File: src/rtl/cnn_pkg.sv
// Shared definitions for the result readout path: default widths, the
// reader state encoding and the read-credit helper.
package cnn_pkg;

    localparam int RR_ADDR_W = 7;
    localparam int RR_DATA_W = 32;

    typedef enum logic [1:0] {
        IDLE  = 2'd0,
        READ  = 2'd1,
        DRAIN = 2'd2
    } rr_state_e;

    // A new read may issue only if the words already sitting in the output
    // buffer (net of a word leaving this cycle) plus the read whose data is
    // arriving this cycle leave room for it. Counting the departing word lets
    // a continuously ready consumer receive one word per cycle.
    function automatic logic rr_credit_ok(input logic full, input logic empty,
                                          input logic pop, input logic pend);
        logic [1:0] occ;
        if (full) begin
            occ = 2'd2;
        end else if (empty) begin
            occ = 2'd0;
        end else begin
            occ = 2'd1;
        end
        if (pop) begin
            occ = occ - 2'd1;
        end else begin
            occ = occ;
        end
        return (occ + {1'b0, pend}) < 2'd2;
    endfunction

endpackage

File: src/rtl/result_reader_if.sv
// Control, result-memory and output-stream signals of the result reader.
// Optional macro RESULT_READER_LAST_EN adds the out_last stream marker.
interface result_reader_if #(
    parameter int ADDR_W = cnn_pkg::RR_ADDR_W,
    parameter int DATA_W = cnn_pkg::RR_DATA_W
);
    logic              start;
    logic [ADDR_W-1:0] base_addr;
    logic [ADDR_W-1:0] len;
    logic              mem_rd;
    logic [ADDR_W-1:0] mem_addr;
    logic [DATA_W-1:0] mem_rdata;
    logic              out_valid;
    logic              out_ready;
    logic [DATA_W-1:0] out_data;
    logic              busy;
    logic              done;
`ifdef RESULT_READER_LAST_EN
    logic              out_last;
`endif

    // Host / memory / consumer side
    modport master (
        output start, base_addr, len, mem_rdata, out_ready,
        input  mem_rd, mem_addr, out_valid, out_data, busy, done
`ifdef RESULT_READER_LAST_EN
        , input out_last
`endif
    );

    // Reader side
    modport slave (
        input  start, base_addr, len, mem_rdata, out_ready,
        output mem_rd, mem_addr, out_valid, out_data, busy, done
`ifdef RESULT_READER_LAST_EN
        , output out_last
`endif
    );
endinterface

File: src/rtl/result_skid_fifo.sv
// Two-entry output buffer with registered data, valid and full/empty flags.
// Entry "head" is the word presented downstream; "tail" holds a second word.
module result_skid_fifo
    import cnn_pkg::*;
#(
    parameter int DATA_W = RR_DATA_W
) (
    input  logic              clk,
    input  logic              rst,
    input  logic              push,
    input  logic [DATA_W-1:0] push_data,
    input  logic              pop,
    output logic              out_valid,
    output logic [DATA_W-1:0] out_data,
    output logic              full,
    output logic              empty
);

    logic [DATA_W-1:0] head_q, head_d;
    logic [DATA_W-1:0] tail_q, tail_d;
    logic [1:0]        cnt_q, cnt_d;
    logic              valid_q, valid_d;
    logic              full_q, full_d;
    logic              empty_q, empty_d;
    logic              pop_s;
    logic              push_s;

    // Next buffer contents for every push/pop combination
    always_comb begin
        head_d = head_q;
        tail_d = tail_q;
        cnt_d  = cnt_q;
        pop_s  = pop & (cnt_q != 2'd0);
        push_s = push & ((cnt_q != 2'd2) | pop_s);
        case ({push_s, pop_s})
            2'b10: begin
                if (cnt_q == 2'd0) begin
                    head_d = push_data;
                end else begin
                    tail_d = push_data;
                end
                cnt_d = cnt_q + 2'd1;
            end
            2'b01: begin
                head_d = tail_q;
                cnt_d  = cnt_q - 2'd1;
            end
            2'b11: begin
                if (cnt_q == 2'd1) begin
                    head_d = push_data;
                end else begin
                    head_d = tail_q;
                    tail_d = push_data;
                end
            end
            default: begin
                cnt_d = cnt_q;
            end
        endcase
        valid_d = (cnt_d != 2'd0);
        full_d  = (cnt_d == 2'd2);
        empty_d = (cnt_d == 2'd0);
    end

    // Buffer storage and status flags
    always_ff @(posedge clk) begin
        if (!rst) begin
            head_q  <= '0;
            tail_q  <= '0;
            cnt_q   <= 2'd0;
            valid_q <= 1'b0;
            full_q  <= 1'b0;
            empty_q <= 1'b1;
        end else begin
            head_q  <= head_d;
            tail_q  <= tail_d;
            cnt_q   <= cnt_d;
            valid_q <= valid_d;
            full_q  <= full_d;
            empty_q <= empty_d;
        end
    end

    assign out_valid = valid_q;
    assign out_data  = head_q;
    assign full      = full_q;
    assign empty     = empty_q;

endmodule

File: src/rtl/result_reader.sv
// Streams len result words starting at base_addr out of the result memory.
// Reads are issued only against free buffer credit, so every read in flight
// always has a slot to land in. Optional macro RESULT_READER_LAST_EN drives
// out_last on the final word of a transfer.
module result_reader
    import cnn_pkg::*;
#(
    parameter int ADDR_W = RR_ADDR_W,
    parameter int DATA_W = RR_DATA_W
) (
    input logic            clk,
    input logic            rst,
    result_reader_if.slave bus
);

    rr_state_e         state_q, state_d;
    logic [ADDR_W-1:0] addr_q, addr_d;
    logic [ADDR_W-1:0] len_q, len_d;
    logic [ADDR_W-1:0] rd_cnt_q, rd_cnt_d;
    logic [ADDR_W-1:0] out_cnt_q, out_cnt_d;
    logic              rd_pend_q, rd_pend_d;
    logic              busy_q, busy_d;
    logic              done_q, done_d;

    logic              fifo_valid_s;
    logic [DATA_W-1:0] fifo_data_s;
    logic              fifo_full_s;
    logic              fifo_empty_s;
    logic              pop_s;
    logic              mem_rd_s;

    assign pop_s    = fifo_valid_s & bus.out_ready;
    assign mem_rd_s = (state_q == READ) && (rd_cnt_q != len_q) &&
                      rr_credit_ok(fifo_full_s, fifo_empty_s, pop_s, rd_pend_q);

    // Data returned by the read issued last cycle is pushed into the buffer
    result_skid_fifo #(.DATA_W(DATA_W)) u_fifo (
        .clk       (clk),
        .rst       (rst),
        .push      (rd_pend_q),
        .push_data (bus.mem_rdata),
        .pop       (pop_s),
        .out_valid (fifo_valid_s),
        .out_data  (fifo_data_s),
        .full      (fifo_full_s),
        .empty     (fifo_empty_s)
    );

    // Next state, address/word counters and done pulse
    always_comb begin
        state_d   = state_q;
        addr_d    = addr_q;
        len_d     = len_q;
        rd_cnt_d  = rd_cnt_q;
        out_cnt_d = pop_s ? (out_cnt_q + ADDR_W'(1)) : out_cnt_q;
        rd_pend_d = mem_rd_s;
        done_d    = 1'b0;
        case (state_q)
            IDLE: begin
                if (bus.start) begin
                    addr_d    = bus.base_addr;
                    len_d     = bus.len;
                    rd_cnt_d  = '0;
                    out_cnt_d = '0;
                    if (bus.len == '0) begin
                        done_d = 1'b1;
                    end else begin
                        state_d = READ;
                    end
                end else begin
                    state_d = IDLE;
                end
            end
            READ: begin
                if (mem_rd_s) begin
                    addr_d   = addr_q + ADDR_W'(1);
                    rd_cnt_d = rd_cnt_q + ADDR_W'(1);
                    if (rd_cnt_q == (len_q - ADDR_W'(1))) begin
                        state_d = DRAIN;
                    end else begin
                        state_d = READ;
                    end
                end else begin
                    state_d = READ;
                end
            end
            DRAIN: begin
                if (pop_s && (out_cnt_q == (len_q - ADDR_W'(1)))) begin
                    state_d = IDLE;
                    done_d  = 1'b1;
                end else begin
                    state_d = DRAIN;
                end
            end
            default: begin
                state_d = IDLE;
            end
        endcase
        busy_d = (state_d != IDLE);
    end

    // Reader state, counters and registered status outputs
    always_ff @(posedge clk) begin
        if (!rst) begin
            state_q   <= IDLE;
            addr_q    <= '0;
            len_q     <= '0;
            rd_cnt_q  <= '0;
            out_cnt_q <= '0;
            rd_pend_q <= 1'b0;
            busy_q    <= 1'b0;
            done_q    <= 1'b0;
        end else begin
            state_q   <= state_d;
            addr_q    <= addr_d;
            len_q     <= len_d;
            rd_cnt_q  <= rd_cnt_d;
            out_cnt_q <= out_cnt_d;
            rd_pend_q <= rd_pend_d;
            busy_q    <= busy_d;
            done_q    <= done_d;
        end
    end

    assign bus.mem_rd    = mem_rd_s;
    assign bus.mem_addr  = addr_q;
    assign bus.out_valid = fifo_valid_s;
    assign bus.out_data  = fifo_data_s;
    assign bus.busy      = busy_q;
    assign bus.done      = done_q;
`ifdef RESULT_READER_LAST_EN
    assign bus.out_last  = fifo_valid_s & (out_cnt_q == (len_q - ADDR_W'(1)));
`endif

endmodule

File: src/flat_wrapper.sv
// flat-port wrapper written by rule: the top's interface ports become plain ports
module result_reader_flat import cnn_pkg::*;
#(
    parameter int ADDR_W = RR_ADDR_W,
    parameter int DATA_W = RR_DATA_W
)
  (clk, rst, bus_start, bus_base_addr, bus_len, bus_mem_rdata, bus_out_ready, bus_mem_rd, bus_mem_addr, bus_out_valid, bus_out_data, bus_busy, bus_done);
  result_reader_if #(.ADDR_W(ADDR_W), .DATA_W(DATA_W)) bus_i ();
  input logic clk;
  input logic rst;
  input wire logic [$bits(bus_i.start)-1:0] bus_start;
  input wire logic [$bits(bus_i.base_addr)-1:0] bus_base_addr;
  input wire logic [$bits(bus_i.len)-1:0] bus_len;
  input wire logic [$bits(bus_i.mem_rdata)-1:0] bus_mem_rdata;
  input wire logic [$bits(bus_i.out_ready)-1:0] bus_out_ready;
  output wire logic [$bits(bus_i.mem_rd)-1:0] bus_mem_rd;
  output wire logic [$bits(bus_i.mem_addr)-1:0] bus_mem_addr;
  output wire logic [$bits(bus_i.out_valid)-1:0] bus_out_valid;
  output wire logic [$bits(bus_i.out_data)-1:0] bus_out_data;
  output wire logic [$bits(bus_i.busy)-1:0] bus_busy;
  output wire logic [$bits(bus_i.done)-1:0] bus_done;
  assign bus_i.start = bus_start;
  assign bus_i.base_addr = bus_base_addr;
  assign bus_i.len = bus_len;
  assign bus_i.mem_rdata = bus_mem_rdata;
  assign bus_i.out_ready = bus_out_ready;
  assign bus_mem_rd = bus_i.mem_rd;
  assign bus_mem_addr = bus_i.mem_addr;
  assign bus_out_valid = bus_i.out_valid;
  assign bus_out_data = bus_i.out_data;
  assign bus_busy = bus_i.busy;
  assign bus_done = bus_i.done;
  result_reader #(.ADDR_W(ADDR_W), .DATA_W(DATA_W)) u_core (.clk(clk), .rst(rst), .bus(bus_i));
endmodule
File: config.mk
export PLATFORM = sky130hd
export DESIGN_NAME = result_reader_flat
export DESIGN_NICKNAME = d
export VERILOG_FILES = /design/src/rtl/cnn_pkg.sv /design/src/rtl/result_reader_if.sv /design/src/rtl/result_skid_fifo.sv /design/src/rtl/result_reader.sv /design/src/flat_wrapper.sv
export SDC_FILE = /design/constraint.sdc
export NUM_CORES = 1
export LEC_CHECK = 0
export BUFFER_PORTS_ARGS = -buffer_cell sky130_fd_sc_hd__buf_4
export CAP_MARGIN = 20
export CORE_UTILIZATION = 52
export DETAILED_ROUTE_END_ITERATION = 10
export GPL_TIMING_DRIVEN = 0
export PLACE_DENSITY_LB_ADDON = 0.1
export SETUP_SLACK_MARGIN = 0.05
export SLEW_MARGIN = 0
export SYNTH_ARGS = -nofsm -noshare
export SYNTH_HDL_FRONTEND = slang
export SYNTH_SLANG_ARGS = --single-unit
File: constraint.sdc
create_clock -name clk -period 5.5 [get_ports clk]
set_input_delay 0.55 -clock clk [delete_from_list [all_inputs] [get_ports clk]]
set_output_delay 0.55 -clock clk [all_outputs]
set_load 0.03 [all_outputs]
Word level (Yosys, flattened, before mapping)
Index checks and enable logic that the tools add are counted.
{"block": "word_totals", "reg_bits": 102, "input_bits": 50, "out_inout_bits": 43, "wordCells": 89}
{"block": "op_classes", "n_addsub": 8, "order_cmp": 1, "eq_ne": 16, "mux": 29, "bitwise": 4, "reduce_logical": 17}
{"op": "$mux 32", "count": 4}
{"op": "$pmux 32 s3", "count": 1}
{"op": "$pmux 32 s2", "count": 1}
{"op": "$mux 7", "count": 7}
{"op": "$pmux 7 s2", "count": 2}
{"op": "$add 7x1->7 const B", "count": 3}
{"op": "$eq 7x7->1", "count": 2}
{"op": "$mux 2", "count": 7}
{"op": "$ne 2x2->1 const B", "count": 6}
{"op": "$reduce_bool 2->1", "count": 5}
{"op": "$eq 2x2->1 const B", "count": 4}
{"op": "$logic_not 7->1", "count": 1}
{"op": "$ne 7x7->1", "count": 1}
{"op": "$sub 7x1->7 const B", "count": 1}
{"op": "$eq 2x1->1 const B", "count": 3}
{"op": "$logic_not 2->1", "count": 3}
{"op": "$pmux 2 s3", "count": 1}
{"op": "$reduce_and 3->1", "count": 2}
{"op": "$mux 1", "count": 4}
{"op": "$pmux 2 s2", "count": 1}
{"op": "$reduce_and 2->1", "count": 2}
{"op": "$sub 2x1->2 const B", "count": 2}
{"op": "$and 1x1->1", "count": 3}
{"op": "$logic_and 1x1->1", "count": 3}
{"op": "other kinds (6)", "count": 6}

Longest topological paths before layout
Gate-level depths: netlist (run 1).
{"block": "logic_depth", "word_depth": 10, "depth_mapped": 10, "depth_no_buf": 8}

Modules after synthesis
Synthesis (run 1) repeated with hierarchy kept, for this count alone.
{"block": "unflattened", "hier_cells": 555, "area_unflattened_um2": 4848.4}
{"module": "result_skid_fifo", "instances": 1, "cells_per_inst": 311, "area_per_inst_um2": 2850.2, "seq_area_each_um2": 1381.3}
{"module": "result_reader", "instances": 1, "cells_per_inst": 244, "area_per_inst_um2": 1998.2, "seq_area_each_um2": 660.6}

Worst setup path before layout (run 1)
No wires, ideal clock.
{"block": "synth_timing", "path_kind": "register to register", "from": "register u_core.len_q[0]", "to": "register u_core.state_q[1]", "setup_time_ns": 0.086, "arrival_time_ns": 2.223, "required_time_ns": 5.414, "setup_slack_ns": 3.190, "path_stages_with_launch": 11, "path_buffers": 2, "period_less_slack_ns": 2.310, "cell_sequence": "dfxtp_1 -> buf_6 -> inv_1 -> ha_1 -> buf_2 -> nor3b_2 -> nand2_1 -> xor2_1 -> or4_1 -> or4_4 -> a221oi_2"}
{"block": "synth_between", "elab_chain_cells": 5, "word_cells_on_any_way": 11, "classes_between": "add/sub (1); eq/ne (3); mux (4); reduce/logical (3)"}
{"element": "start, declared", "line": "result_reader.sv:18", "rtl": "logic [ADDR_W-1:0] len_q, len_d;"}
{"element": "start signal, assigned", "line": "result_reader.sv:116", "rtl": "len_q <= len_d;"}
{"element": "$sub 7x1->7 or $ne 7x7->1 (tied branches)", "line": "result_reader.sv:78, result_reader.sv:88, result_reader.sv:33"}
{"element": "$eq 7x7->1, or another cell as far along", "line": "result_reader.sv:78", "rtl": "if (rd_cnt_q == (len_q - ADDR_W'(1))) begin"}
{"element": "$mux 2, or another cell as far along", "line": "result_reader.sv:78"}
{"element": "$mux 2 (on tied branches)", "line": "result_reader.sv:75, result_reader.sv:88"}
{"element": "$pmux 2 s3 (*)", "line": "result_reader.sv:58", "rtl": "case (state_q)"}
{"element": "end signal, assigned", "line": "result_reader.sv:114", "rtl": "state_q <= state_d;"}
{"element": "end, declared", "line": "result_reader.sv:16", "rtl": "rr_state_e state_q, state_d;"}
Mark *: on every way between the ends. The rest lies on a longest branch, timed or not.
A chain may end at the register's enable or synchronous reset.

Worst setup path in the final report (run 1)
Same ends and word-level chain as after synthesis.

==> impl_results.md, run 1 <==
- Reg power frac: roughly half
- Count leader, synth: dfxtp_1
- Nets: 714
- Power share of the clock group: 26.3%
- Mapped Nets: 612
- Syn avg cell area: 8.443 sq um
- CTS Hold Bufs: 0
- Layout cells sized above 1: 18.13%
- Clock sink count: 102
- Die area: approximately 9400 sq um
- GRT Total Usage: approximately a quarter
- CTS tree: yes
- Iter 0 DRT Violations: 125
- Fraction of registers with async set/reset: 0%
- Hold Crit Class: input pin to flip-flop
- Top_reg_cell synth: dfxtp_1
- Die Y: 96.93 microns
- Fin crit period: between 2 and 3 ns
- # DRC: 0
- Worst Setup Slack, final: 2.893 ns
- EDFF count, synth: 0
- Critical Path RT: 5.79 ns
- Status: completed
- Routed via count: roughly 4200
- FF+latch count, synth: 102
- Top cells by area, synth: dfxtp_1, mux2i_1, nand2_1
- Setup violators final: 0
- Root Buffer: clkbuf_8
- Initial Utilization: 53.73%
- TritonRoute pass-1 iters: 5
- Num rows: 34
- CTS buffer count: 9
- Top cells by count, synth: dfxtp_1, nand2_1, nor2_1
- CTS resizes: 0
- Grt ovf: 0
- Max-Cap Viols: 0
- Startpoint types: flip-flop
- Global-route wire length before repair: roughly 19000 microns
- WS Path Type: flip-flop to flip-flop
- Sum Neg Setup Slack: 0 ns
- Top-area cell type share of the netlist area: between 40 and 50%
- Diode count: 0
- Die Wd: 96.93 microns
- Post-route insts no fill: 770
- Hold slack: 0.4205 ns
- Antenna viol nets, final: 0
- RSZ-0062 raised after global routing: false
- Power density over cell area: 299.2 nW/um^2
- Syn. warnings: 0
- Routability cong.: 0.8584
- Layout Skew: 0.009183 ns
- Postcts setup bufs: 0
- Post-Synthesis Cells: approximately 560
- CP Max Fanout: 7
- Worst EP arrival: between 2 and 3 ns
- Tot Pwr: 1.701 mW
- CTS clock-pin slew for the worst setup and hold paths: around 0.10 ns
- Later-pin clock latency in the skew report: 0.37 ns
- Finished Core Util: around two thirds
- Max-slew headroom: 48.52%
- Via/cell ratio: 5.496
- Mapped Area: 4686 sq um
- Post-Layout Inst Area: between 5000 and 6000 sq um
- Area grow syn2layout: 21.31%
- WL final: 11220 microns
- Netlist cell types: 54
- Comb power frac: 24.8%
- Power Internal: 1.134 mW
- Largest net degree at the start of global routing: 19
- Detailed Place HPWL: 8303 microns
- Sequential share of the synthesized area: between 40 and 50%
- Switching share of power: 33.35%
- # port buffers: 91
- # placed instances: roughly 750
- Area leader, netlist: dfxtp_1
- DP Worst Slack: between 2 and 3 ns
- # IOs: 93
- Sw power: between 0.5 and 0.6 mW
- DP Area: 5504 sq um
- IR Drop Worst-Case VDD: between 0.15 and 0.2 mV
- Initial antenna violation count: 0
- Clock buffer depth: 2
- Vias in the first global route: 3998
- Leakage: 2.387 nW
- F_max: 383.5 MHz
- Slew Viols, Final: 0
- Slew @ Worst Pin: 0.7721 ns
- Htree depth: 3
- WL/cell: 14.57 microns
- Hold Vio Cnt, Final: 0
- Core footprint: about 8700 sq um
- Final worst-path cycle share: 47.41%
- Crit path capture type: flip-flop
## worst max-delay path, cell delays in order (launching register included)
cell and delay, ns:
dfxtp_1 0.32, buf_6 0.13, inv_1 0.07, ha_1 0.14, buf_2 0.18, nor3b_2 0.28, nand2_1 0.15, xor2_1 0.17
or4_1 0.43, or4_4 0.45, a221oi_2 0.21
## cells in the final DEF, fill, tap and decap left out, drive strengths merged, types with 3 or more instances in the layout
cell type  synthesis  final
or3                4      4
a31oi              3      3
nor3               6      6
nor4               3      3
nor3b              3      3
clkbuf            32     42
nand2             96     96
nand3b             3      3
a221oi             3      3
buf                9    100
o21ai              5      5
nand2b             4      4
xor2              13     13
dfxtp            102    102
nor2              66     66
nor2b              3      3
a21oi             50     50
a211oi            34     34
nand4b             3      3
mux2i             38     38
xnor2             14     14
inv                8     11
or4                5      5
ha                 7      7
nand3             11     11
## final cells by class
| type | count | area, sq um |
|---|---|---|
| Tap cell | 108 | 135.1 |
| Timing Repair Buffer | 91 | 683.2 |
| Clock inverter | 6 | 52.55 |
| Inverter | 8 | 30.03 |
| Fill cell | 789 | 3037 |
| Buffer | 41 | 167.7 |
| Sequential cell | 102 | 2042 |
| Multi-Input combinational cell | 404 | 2446 |
| Clock buffer | 10 | 127.6 |
## per-layer routing
metal / GRT usage (%) / vias to the layer above / share of wire, %
li1: - / 2139 / -
met1: 31.09 / 1961 / 45
met2: 40.09 / 115 / 47
met3: 6.069 / 17 / 5.7
met4: 8.266 / 0 / 1.8
met5: 0 / - / 0
## state kept, by name, summed over array words and instances, names as in the netlist
register and count:
u_core.len_q 7, u_core.rd_pend_q 1, u_core.u_fifo.out_valid 1, u_core.u_fifo.full 1, u_core.u_fifo.cnt_q 2, u_core.bus.done 1, u_core.u_fifo.empty 1, u_core.u_fifo.tail_q 32
u_core.state_q 2, u_core.rd_cnt_q 7, u_core.out_cnt_q 7, u_core.bus.mem_addr 7, u_core.u_fifo.out_data 32, u_core.bus.busy 1
## power groups by stage
| stage | registers, mW | logic, mW | clock network [mW] |
|---|---|---|---|
| 6_report | 0.831 | 0.422 | 0.448 |
| 5_1_grt | 0.837 | 0.460 | 0.490 |
| 4_1_cts | 0.830 | 0.423 | 0.459 |
| 3_5_place_dp | 0.847 | 0.422 | 0 |
| 3_3_place_gp | 0.845 | 0.413 | 0 |
| 2_1_floorplan | 0.917 | 0.201 | 0 |
## final timing paths
check / from / end / slack (ns) / cells after the start
setup / recovery: u_core.len_q[0]$_SDFFE_PN0P_ / u_core.state_q[1]$_SDFF_PN0_ / 2.89 / 10
hold / removal: bus_len[0] / u_core.len_q[0]$_SDFFE_PN0P_ / 0.42 / 3
setup reg to reg: u_core.len_q[0]$_SDFFE_PN0P_ / u_core.state_q[1]$_SDFF_PN0_ / 2.89 / 10
hold reg to reg: u_core.u_fifo.tail_q[15]$_SDFFE_PN0P_ / u_core.u_fifo.tail_q[15]$_SDFFE_PN0P_ / 0.46 / 2
## logic make-up after synthesis
logic type      count (synthesis)  share of synthesized area, %
simple gates                  216                         20.77
compound gates                115                         16.15
xor+xnor                       27                         5.047
fa+ha+maj                       7                         1.869
mux                            39                         8.358
buf+inv                        49                         4.219
flops                         102                         43.58
Power figures use the tool's default switching activity.
==> inputs of run 2 (changes only) <==
--- a/config.mk
+++ b/config.mk
@@ -7,7 +7,7 @@
 export LEC_CHECK = 0
 export BUFFER_PORTS_ARGS = -buffer_cell sky130_fd_sc_hd__buf_4
 export CAP_MARGIN = 20
-export CORE_UTILIZATION = 52
+export CORE_UTILIZATION = 50
 export DETAILED_ROUTE_END_ITERATION = 10
 export GPL_TIMING_DRIVEN = 0
 export PLACE_DENSITY_LB_ADDON = 0.1
==> constraint.sdc (replaced) <==
create_clock -name clk -period 2.2 [get_ports clk]
set_input_delay 0.22 -clock clk [delete_from_list [all_inputs] [get_ports clk]]
set_output_delay 0.22 -clock clk [all_outputs]
set_load 0.03 [all_outputs]
==> run 2 against run 1 <==
  * Design area up 3.6%
  * Highest routed layer unchanged
  * The flow now finishes with violations (setup timing)
  * Utilization up 1.0 points
  * Worst setup slack worse by 2.9 ns
  * Cell count up 0.65%
  * Die area up 3.9%
==> impl_results.md, run 2 (synthesized netlist as in run 1, its figures left out) <==
- Layout fillers: 767 (was 789)
- Slew @ Worst Pin: 0.6718 ns (was 0.7721 ns)
- Die area: 9762 sq um (was 9394 sq um)
- Crit path capture type: flip-flop (unchanged)
- Finished Core Util: 66.23% (was 65.18%)
- Routability cong.: 0.8684 (was 0.8584)
- Setup violators final: 2 (was 0)
- Buffers and inverters on the worst path: 2 (was 3)
- Critical Path RT: 2.51 ns (was 5.79 ns)
- Met2 Routed Length: 5512 microns (was 5292 microns)
- Most frequent cells in the layout: dfxtp_1, buf_4, nand2_1 (was dfxtp_1, nand2_1, buf_4)
- Cells on worst reg2reg path: 9 (was 10)
- Die Wd: 98.81 microns (was 96.93 microns)
- RSZ-0062 raised after global routing: true (was false)
- Initial antenna violation count: 0 (unchanged)
- Hold Crit Class: input pin to flip-flop (unchanged)
- DP Worst Slack: -0.2504 ns (was 2.846 ns)
- Iter 0 DRT Violations: 170 (was 125)
- # IOs: 93 (unchanged)
- WL/cell: 14.90 microns (was 14.57 microns)
- Tot Pwr: 4.391 mW (was 1.701 mW)
- Root Buffer: clkbuf_8 (unchanged)
- Nets: 719 (was 714)
- Antenna viol nets, final: 0 (unchanged)
- CP Max Fanout: 6 (was 7)
- Via/cell ratio: 5.480 (was 5.496)
- Layout Skew: 0.01598 ns (was 0.009183 ns)
- Core footprint: 8891 sq um (was 8721 sq um)
- Largest net degree at the start of global routing: 20 (was 19)
- # DRC: 0 (unchanged)
- DR WL met3: 577 microns (was 635 microns)
- M1 WL: 5282 microns (was 5093 microns)
- # port buffers: 91 (unchanged)
- WS Path Type: flip-flop to flip-flop (unchanged)
- Max-slew headroom: 54.80% (was 48.52%)
- Critical path, cell by cell: inv_4 -> ha_4 -> buf_6 -> o21ba_4 -> a221oi_2 -> a31oi_1 -> or4_4 -> mux2_4 -> nor3_2 (was buf_6 -> inv_1 -> ha_1 -> buf_2 -> nor3b_2 -> nand2_1 -> xor2_1 -> or4_1 -> or4_4 -> a221oi_2)
- Slew Viols, Final: 0 (unchanged)
- Fin crit period: 2.250 ns (was 2.608 ns)
- Layout cells sized above 1: 23.24% (was 18.13%)
- CP delay by family, top: simple AND/OR/NAND/NOR gates (unchanged)
- Worst path max stage delay: 0.57 ns (was 0.45 ns)
- Critical-path top delay cell: or4_4 (unchanged)
- Leakage: 2.499 nW (was 2.387 nW)
- Later-pin clock latency in the skew report: 0.38 ns (was 0.37 ns)
- Failing checks: setup timing
- IR Drop Worst-Case VDD: 0.4303 mV (was 0.1873 mV)
- CTS clock-pin slew for the worst setup and hold paths: 0.10 ns (about the same)
- Clock sink count: 102 (unchanged)
- CTS buffer count: 9 (unchanged)
- Detailed Place HPWL: 8279 microns (was 8303 microns)
- GRT Total Usage: 24.44% (was 24.35%)
- Routed via count: 4247 (was 4232)
- Most common cell after layout, fill and taps aside: dfxtp_1 (unchanged)
- Hold Vio Cnt, Final: 0 (unchanged)
- Worst Setup Slack, final: -0.05017 ns (was 2.893 ns)
- Htree depth: 3 (unchanged)
- Vias in the first global route: 4101 (was 3998)
- Worst path depth: 9 (was 10)
- Sum Neg Setup Slack: -0.07140 ns (was 0 ns)
- CTS tree: yes (unchanged)
- WL final: 11550 microns (was 11220 microns)
- TritonRoute pass-1 iters: 5 (unchanged)
- F_max: 444.4 MHz (was 383.5 MHz)
- Hold depth: 3 (unchanged)
- Die Y: 98.81 microns (was 96.93 microns)
- Status: finished with violations (was completed)
- Area grow syn2layout: 25.66% (was 21.31%)
- Startpoint types: flip-flop (unchanged)
- Initial Utilization: 52.70% (was 53.73%)
- Final worst-path cycle share: 102.3% (was 47.41%)
- Clock buffer depth: 2 (unchanged)
- Hold slack: 0.08004 ns (was 0.4205 ns)
- Diode count: 0 (unchanged)
- Global-route wire length before repair: 19110 microns (was 18680 microns)
- Power density over cell area: 745.7 nW/um^2 (was 299.2 nW/um^2)
- Max-Cap Viols: 0 (unchanged)
- Top sig layer: met4 (unchanged)
- Worst EP arrival: 2.56 ns (was 2.89 ns)
- Grt ovf: 0 (unchanged)
- Num rows: 34 (unchanged)
-- run 2: final timing paths --
kind | startpoint | end | slack (ns)
min | bus_len[0] | u_core.len_q[0]$_SDFFE_PN0P_ | 0.08
min reg2reg | u_core.u_fifo.tail_q[1]$_SDFFE_PN0P_ | u_core.u_fifo.tail_q[1]$_SDFFE_PN0P_ | 0.46
max reg2reg | u_core.len_q[1]$_SDFFE_PN0P_ | u_core.bus.done$_SDFF_PN0_ | -0.05
max | u_core.len_q[1]$_SDFFE_PN0P_ | u_core.bus.done$_SDFF_PN0_ | -0.05
-- run 2: area by class of cell --
class                      count  area, sq um  share of cell area [%]
clock buffer                  10        137.6                   2.337
buffer                        38        161.4                   2.741
multi-input combinational    404         2560                   43.48
clock inverter                 6        62.56                   1.062
tap                          108        135.1                   2.295
inverter                       8        35.03                  0.5950
sequential                   102         2049                   34.81
timing repair buffer          99        747.0                   12.69
-- run 2: power by group --
part | switching (mW) | internal [mW] | leakage (nW)
clock | 0.714 | 0.475 | 0.103
sequential | 0.0925 | 1.98 | 0.830
combinational | 0.663 | 0.464 | 1.57
-- run 2: metrics by stage --
step                      instance area (sq um)  std cells
after floorplan                            4720        555
after global placement                     5538        754
after detailed placement                   5538        754
after CTS                                  5804        775
after global routing                       5888        775
final                                      5888        775
-- run 2: layer usage --
layer / GRT usage (%) / vias up
li1: - / 2139
met4: 9.414 / 0
met5: 0 / -
met2: 40.45 / 87
met3: 4.965 / 13
met1: 31.38 / 2008
-- run 2: worst reg2reg max path, delay by kind of cell (launching register included) --
kind                       cells  cell delay [ns]
buffers and inverters          2             0.17
adders and majority gates      1             0.16
and+or+nand+nor                2             0.67
DFF                            1             0.39
AOI/OAI and AO/OA              3             0.51
muxes                          1             0.28
-- run 2: what timing repair did --
item	CTS	global route
buffers inserted	7	1
pin swaps	4	6
resized for setup	14	24
endpoints found under the setup margin	22	48
hold endpoints to repair	0	0
hold buffers	0	0
